`src/rtl/console_pkg.sv`:
```
// console_pkg: shared types and constants for the console write arbiter.
// Imported by console_write_arbiter and rr_arbiter.
package console_pkg;

  typedef enum logic [1:0] {
    IDLE,
    LOCK,
    PACE,
    CLEAR
  } arb_state_t;

  localparam int         CHAR_W  = 8;
  localparam logic [7:0] CHAR_LF = 8'd10;
  localparam logic [7:0] CHAR_CR = 8'd13;

endpackage

```
`src/rtl/rr_arbiter.sv`:
```
// rr_arbiter: combinational round-robin pick.
// Returns the first request at or after the pointer.
module rr_arbiter
  import console_pkg::*;
#(
  parameter int N  = 4,
  parameter int IW = $clog2(N)
) (
  input  logic [N-1:0]  req_i,
  input  logic [IW-1:0] ptr_i,
  output logic [IW-1:0] idx_o,
  output logic          found_o
);

  // Scan from the farthest offset down so the nearest one wins.
  always_comb begin
    idx_o   = '0;
    found_o = 1'b0;
    for (int k = N - 1; k >= 0; k--) begin
      if (req_i[(int'(ptr_i) + k) % N]) begin
        idx_o   = IW'((int'(ptr_i) + k) % N);
        found_o = 1'b1;
      end
    end
  end

endmodule

```
`src/rtl/console_write_arbiter.sv`:
```
// console_write_arbiter: round-robin share of one console writer.
// CONSOLE_ARB_TIMEOUT_EN revokes a stalled grant after TIMEOUT cycles.
module console_write_arbiter
  import console_pkg::*;
#(
  parameter int N_REQ   = 4,
  parameter int GAP     = 0,
  parameter int TIMEOUT = 64
) (
  input  logic                       clock,
  input  logic                       reset,
  input  logic [N_REQ-1:0]           req_valid,
  input  logic [N_REQ*CHAR_W-1:0]    req_data,
  input  logic [N_REQ-1:0]           req_last,
  output logic [N_REQ-1:0]           req_ready,
  input  logic                       clear_req,
  output logic                       clear_ack,
  output logic                       out_write,
  output logic                       out_clear,
  output logic [CHAR_W-1:0]          out_character,
  output logic [$clog2(N_REQ)-1:0]   grant_id,
  output logic                       busy
);

  localparam int IW = $clog2(N_REQ);
  localparam int PW = (GAP > 0) ? $clog2(GAP + 1) : 1;
  localparam logic [PW-1:0] PACE_LAST = PW'((GAP > 0) ? GAP - 1 : 0);
  localparam logic [PW-1:0] PACE_MAX  = PW'(GAP);
  localparam logic [IW-1:0] LAST_ID   = IW'(N_REQ - 1);

  arb_state_t        state_q, state_d;
  logic [IW-1:0]     rr_q, rr_d;
  logic [IW-1:0]     grant_q, grant_d;
  logic [PW-1:0]     pace_q, pace_d;
  logic              done_q, done_d;
  logic              write_q, write_d;
  logic [CHAR_W-1:0] char_q, char_d;
  logic [IW-1:0]     arb_idx;
  logic              arb_found;
  logic [IW-1:0]     next_id;

`ifdef CONSOLE_ARB_TIMEOUT_EN
  localparam int SW = $clog2(TIMEOUT + 1);
  localparam logic [SW-1:0] STALL_LAST = SW'(TIMEOUT - 1);
  logic [SW-1:0] stall_q, stall_d;
`endif

  rr_arbiter #(
    .N  (N_REQ),
    .IW (IW)
  ) u_rr (
    .req_i   (req_valid),
    .ptr_i   (rr_q),
    .idx_o   (arb_idx),
    .found_o (arb_found)
  );

  assign next_id = (grant_q == LAST_ID) ? '0 : grant_q + 1'b1;

  always_comb begin
    state_d   = state_q;
    rr_d      = rr_q;
    grant_d   = grant_q;
    pace_d    = pace_q;
    done_d    = done_q;
    write_d   = 1'b0;
    char_d    = char_q;
    req_ready = '0;
    out_clear = 1'b0;
    clear_ack = 1'b0;
`ifdef CONSOLE_ARB_TIMEOUT_EN
    stall_d   = '0;
`endif
    unique case (state_q)
      IDLE: begin
        if (clear_req) begin
          state_d = CLEAR;
        end else if (arb_found) begin
          grant_d = arb_idx;
          state_d = LOCK;
        end
      end
      LOCK: begin
        req_ready[grant_q] = 1'b1;
        if (req_valid[grant_q]) begin
          write_d = 1'b1;
          char_d  = req_data[grant_q*CHAR_W +: CHAR_W];
          pace_d  = '0;
          done_d  = req_last[grant_q];
          if (req_last[grant_q]) rr_d = next_id;
          if (GAP > 0) state_d = PACE;
          else if (req_last[grant_q]) state_d = IDLE;
        end
`ifdef CONSOLE_ARB_TIMEOUT_EN
        // Revoked requester resumes as a fresh message later.
        else if (stall_q == STALL_LAST) begin
          state_d = IDLE;
          rr_d    = next_id;
        end else begin
          stall_d = stall_q + 1'b1;
        end
`endif
      end
      PACE: begin
        pace_d = (pace_q == PACE_MAX) ? pace_q : pace_q + 1'b1;
        if (pace_q == PACE_LAST) state_d = done_q ? IDLE : LOCK;
      end
      CLEAR: begin
        out_clear = 1'b1;
        clear_ack = 1'b1;
        state_d   = IDLE;
      end
      default: state_d = IDLE;
    endcase
  end

  always_ff @(posedge clock) begin
    if (reset) begin
      state_q <= IDLE;
      rr_q    <= '0;
      grant_q <= '0;
      pace_q  <= '0;
      done_q  <= 1'b0;
      write_q <= 1'b0;
      char_q  <= '0;
`ifdef CONSOLE_ARB_TIMEOUT_EN
      stall_q <= '0;
`endif
    end else begin
      state_q <= state_d;
      rr_q    <= rr_d;
      grant_q <= grant_d;
      pace_q  <= pace_d;
      done_q  <= done_d;
      write_q <= write_d;
      char_q  <= char_d;
`ifdef CONSOLE_ARB_TIMEOUT_EN
      stall_q <= stall_d;
`endif
    end
  end

  assign out_write     = write_q;
  assign out_character = char_q;
  assign grant_id      = grant_q;
  assign busy          = (state_q != IDLE);

endmodule
```
`config.mk`:
```
export PLATFORM = sky130hd
export DESIGN_NAME = console_write_arbiter
export DESIGN_NICKNAME = d
export VERILOG_FILES = /design/src/rtl/console_pkg.sv /design/src/rtl/rr_arbiter.sv /design/src/rtl/console_write_arbiter.sv
export SDC_FILE = /design/constraint.sdc
export NUM_CORES = 1
export LEC_CHECK = 0
export ABC_CLOCK_PERIOD_IN_PS = 1700
export BUFFER_PORTS_ARGS = -buffer_cell sky130_fd_sc_hd__buf_4
export CORE_ASPECT_RATIO = 1.1
export CORE_MARGIN = 3
export CORE_UTILIZATION = 43
export CTS_CLUSTER_SIZE = 10
export DETAILED_ROUTE_END_ITERATION = 10
export PLACE_DENSITY_LB_ADDON = 0.3
export SLEW_MARGIN = 20
export SYNTH_ARGS = -nofsm -noshare
export SYNTH_HDL_FRONTEND = slang
export SYNTH_SLANG_ARGS = --single-unit
```
`constraint.sdc`:
```
create_clock -name clock -period 1.7 [get_ports clock]
set_input_delay 0.255 -clock clock [delete_from_list [all_inputs] [get_ports clock]]
set_output_delay 0.255 -clock clock [all_outputs]
set_load 0.02 [all_outputs]
```
==> impl_metrics.ini <==
[grt]
grt_max_degree = 17
grt-ovfl-total = 0
antenna_found_initial = 0
grt_usage_pct = 19.80
grt_first_pass_wirelength_mm = 4.540
grt_pass1_vias = 972

[cells_and_area]
utilization_pct = 68.90
final_cell_mix = buf_4, dfxtp_1, nor2_1, mux2i_1, mux4_2
final_layout_size_suffix_gt1_share_pct = 50.61
final_common_cell = buf_4
area_growth_syn_to_layout_pct = 49.70
nNetsFinal = 212
num_antenna_cells = 0

[power]
p_sw_mw = 0.3265
power_leakage_nw = 0.7143
p_sw_share_pct = 30.35
p_int_mw = 0.7491
p_comb_share_pct = 35.9
cellPowerDensity_mw_per_mm2 = 679.5
seq_power_share_pct = 40.3
p_clk_share_pct = 23.8
total_power_mw = 1.076
irDropWorstVdd_uv = 416.1

[setup_path]
crit_type = reg -> out
reg2reg_to = out_character[7]
endpoint_kind = output port
cp_data_required_time_ps = 1440
reg2regPathDepth = 5
cp.arrival_ps = 1360
regToRegSetupSlack_ps = 180
reg2reg_from = state_q[0]
start_kind = flip-flop
worstPathMaxFanout = 8

[synth]
synth_top_cell_by_area = dfxtp_1
netlist_area_mm2 = 0.001057
synth-edff-count = 0
yosys_warnings = 0
synth_top_area_share_pct = 30.30
ys_async_sr_fraction_pct = 0
syn_area_per_cell_um2 = 10.47
synth.distinct_cells = 32
ys_seq_elements = 16
syn_inst = 101
synth-seq-area-share_pct = 30.30
synthFlopType = dfxtp_1
syn-num-nets = 148
synth_area_leaders = dfxtp_1, mux4_2, mux2i_1

[sta]
hold_viol = 0
period_share_pct = 94.88
finalSetupViolCount = 0
fin_ws_ps = 87.02
max-slew-margin-rel_pct = 76.18
timing.fmax_mhz = 620.0
finClkSkew_ps = 5.818
worst_slew_pin_slew_ps = 348.3
min_period_ps = 1613
rsz0062_at_grt = false
slew_viol_final = 0
finalSetupTns_ps = 0
whs_ps = 251.1

[routing]
wl_per_cell_um = 14.86
drc_errors = 0
viasPerCell = 5.376
drtPass1Iterations = 4
vias = 1043
ant_nets = 0
routed_wl_mm = 2.882
first_iter_violations = 29

[clocking]
clockBufferDepth = 2
htree_levels = 1
clkSinkCount = 16
cts_made_buffers = 3
ctsHoldBuffers = 0
clk_latency_ps = 290
cts_tree = built
cts-root-buf = clkbuf_4
path_clk_slew_ps = 100
post-cts-setup-buffers = 0

[run_status]
status = completed

[die]
start_util_pct = 46.02
die_w_um = 53.28
die_h_um = 58.01
core_area_mm2 = 0.002297
io_pins = 61
die-area_mm2 = 0.003091
num_rows = 18

[place]
dpl.hpwl_mm = 2.392
port_buffers = 60
place_ws_ps = 118.4
gp_congestion = 0.8513

[job]
maxCapViolations = 0

[hold_path]
holdCritPathClass = in -> reg
worstHoldPathCells = 2
whs_endpoint = state_q[1]
min-delay-start = clear_req
## flip-flops by register name, indices dropped and copies added, names as in the netlist
signal and count:
rr_q 2, done_q 1, grant_id 2, state_q 2, out_write 1, out_character 8
## worst max-delay path by stage
| stage | from | to | slack, ps | cells past startpoint |
|---|---|---|---|---|
| 3_3_place_gp | grant_id[0] | out_character[6] | 190 | 4 |
| 5_1_grt | state_q[0] | out_character[7] | 20 | 5 |
| 3_5_place_dp | grant_id[0] | out_character[2] | 120 | 4 |
| 4_1_cts | grant_id[1] | req_ready[1] | 30 | 5 |
| 2_1_floorplan | grant_id[0] | out_character[1] | 70 | 5 |
| 6_report | grant_id[1] | req_ready[0] | 90 | 5 |
## power groups by stage
| stage | Clock [mW] | Sequential (mW) | Combinational (mW) |
|---|---|---|---|
| after floorplan | 0 | 0.461 | 0.200 |
| after global placement | 0 | 0.440 | 0.374 |
| after detailed placement | 0 | 0.441 | 0.386 |
| after CTS | 0.262 | 0.434 | 0.386 |
| after global routing | 0.278 | 0.439 | 0.419 |
| final | 0.256 | 0.433 | 0.386 |
## layer usage
metal	vias up	track usage [%]	part of all wire, %
met1	487	24.39	40
met5	-	0	0
met2	47	34.50	50
met3	4	3.856	9.7
li1	505	-	-
met4	0	5.474	0.73
## timing repair
item                                    in CTS  in global routing
endpoints found under the setup margin       2                  6
cloned                                       0                  0
pin swaps                                    0                  0
gates resized for setup                      1                  3
## per-stage QoR
stage	cell area [um^2]	cells
after floorplan	1057	101
after global placement	1538	190
after detailed placement	1538	190
after CTS	1575	194
after global routing	1583	194
final	1583	194
## synth_stat cells (2+ instances only)
cell type,instances
o41ai_1,2
dfxtp_1,16
ha_1,4
nor2_1,11
mux2i_1,10
and2_1,6
inv_1,6
buf_4,2
or4_1,2
clkbuf_1,2
mux4_2,8
nor3_1,2
buf_6,2
nand2_1,5
a21oi_1,5
nor3b_1,2
## critical path: stages, from the launching register on
cell and delay, ps:
dfxtp_2 380, buf_4 170, inv_1 70, ha_1 170, and2_1 130, buf_4 150
## kinds of logic (layout without fill, tap and decap cells)
logic type      after synthesis  in the layout  share of synthesized area, %
simple gates                 34             34                         17.04
mux                          20             20                         30.41
flops                        16             16                         30.30
compound gates               15             15                         11.12
buf+inv                      12             75                         6.390
fa+ha+maj                     4              4                         4.734
## layout make-up
type | count | area [um^2]
repair buffers | 65 | 491.7
multi-input cells | 73 | 669.4
well taps | 30 | 37.54
clock buffers | 4 | 36.28
fillers | 186 | 714.4
inverters | 6 | 22.52
flip-flops and latches | 16 | 325.3
Note: power is estimated with default switching activity, not from simulation.
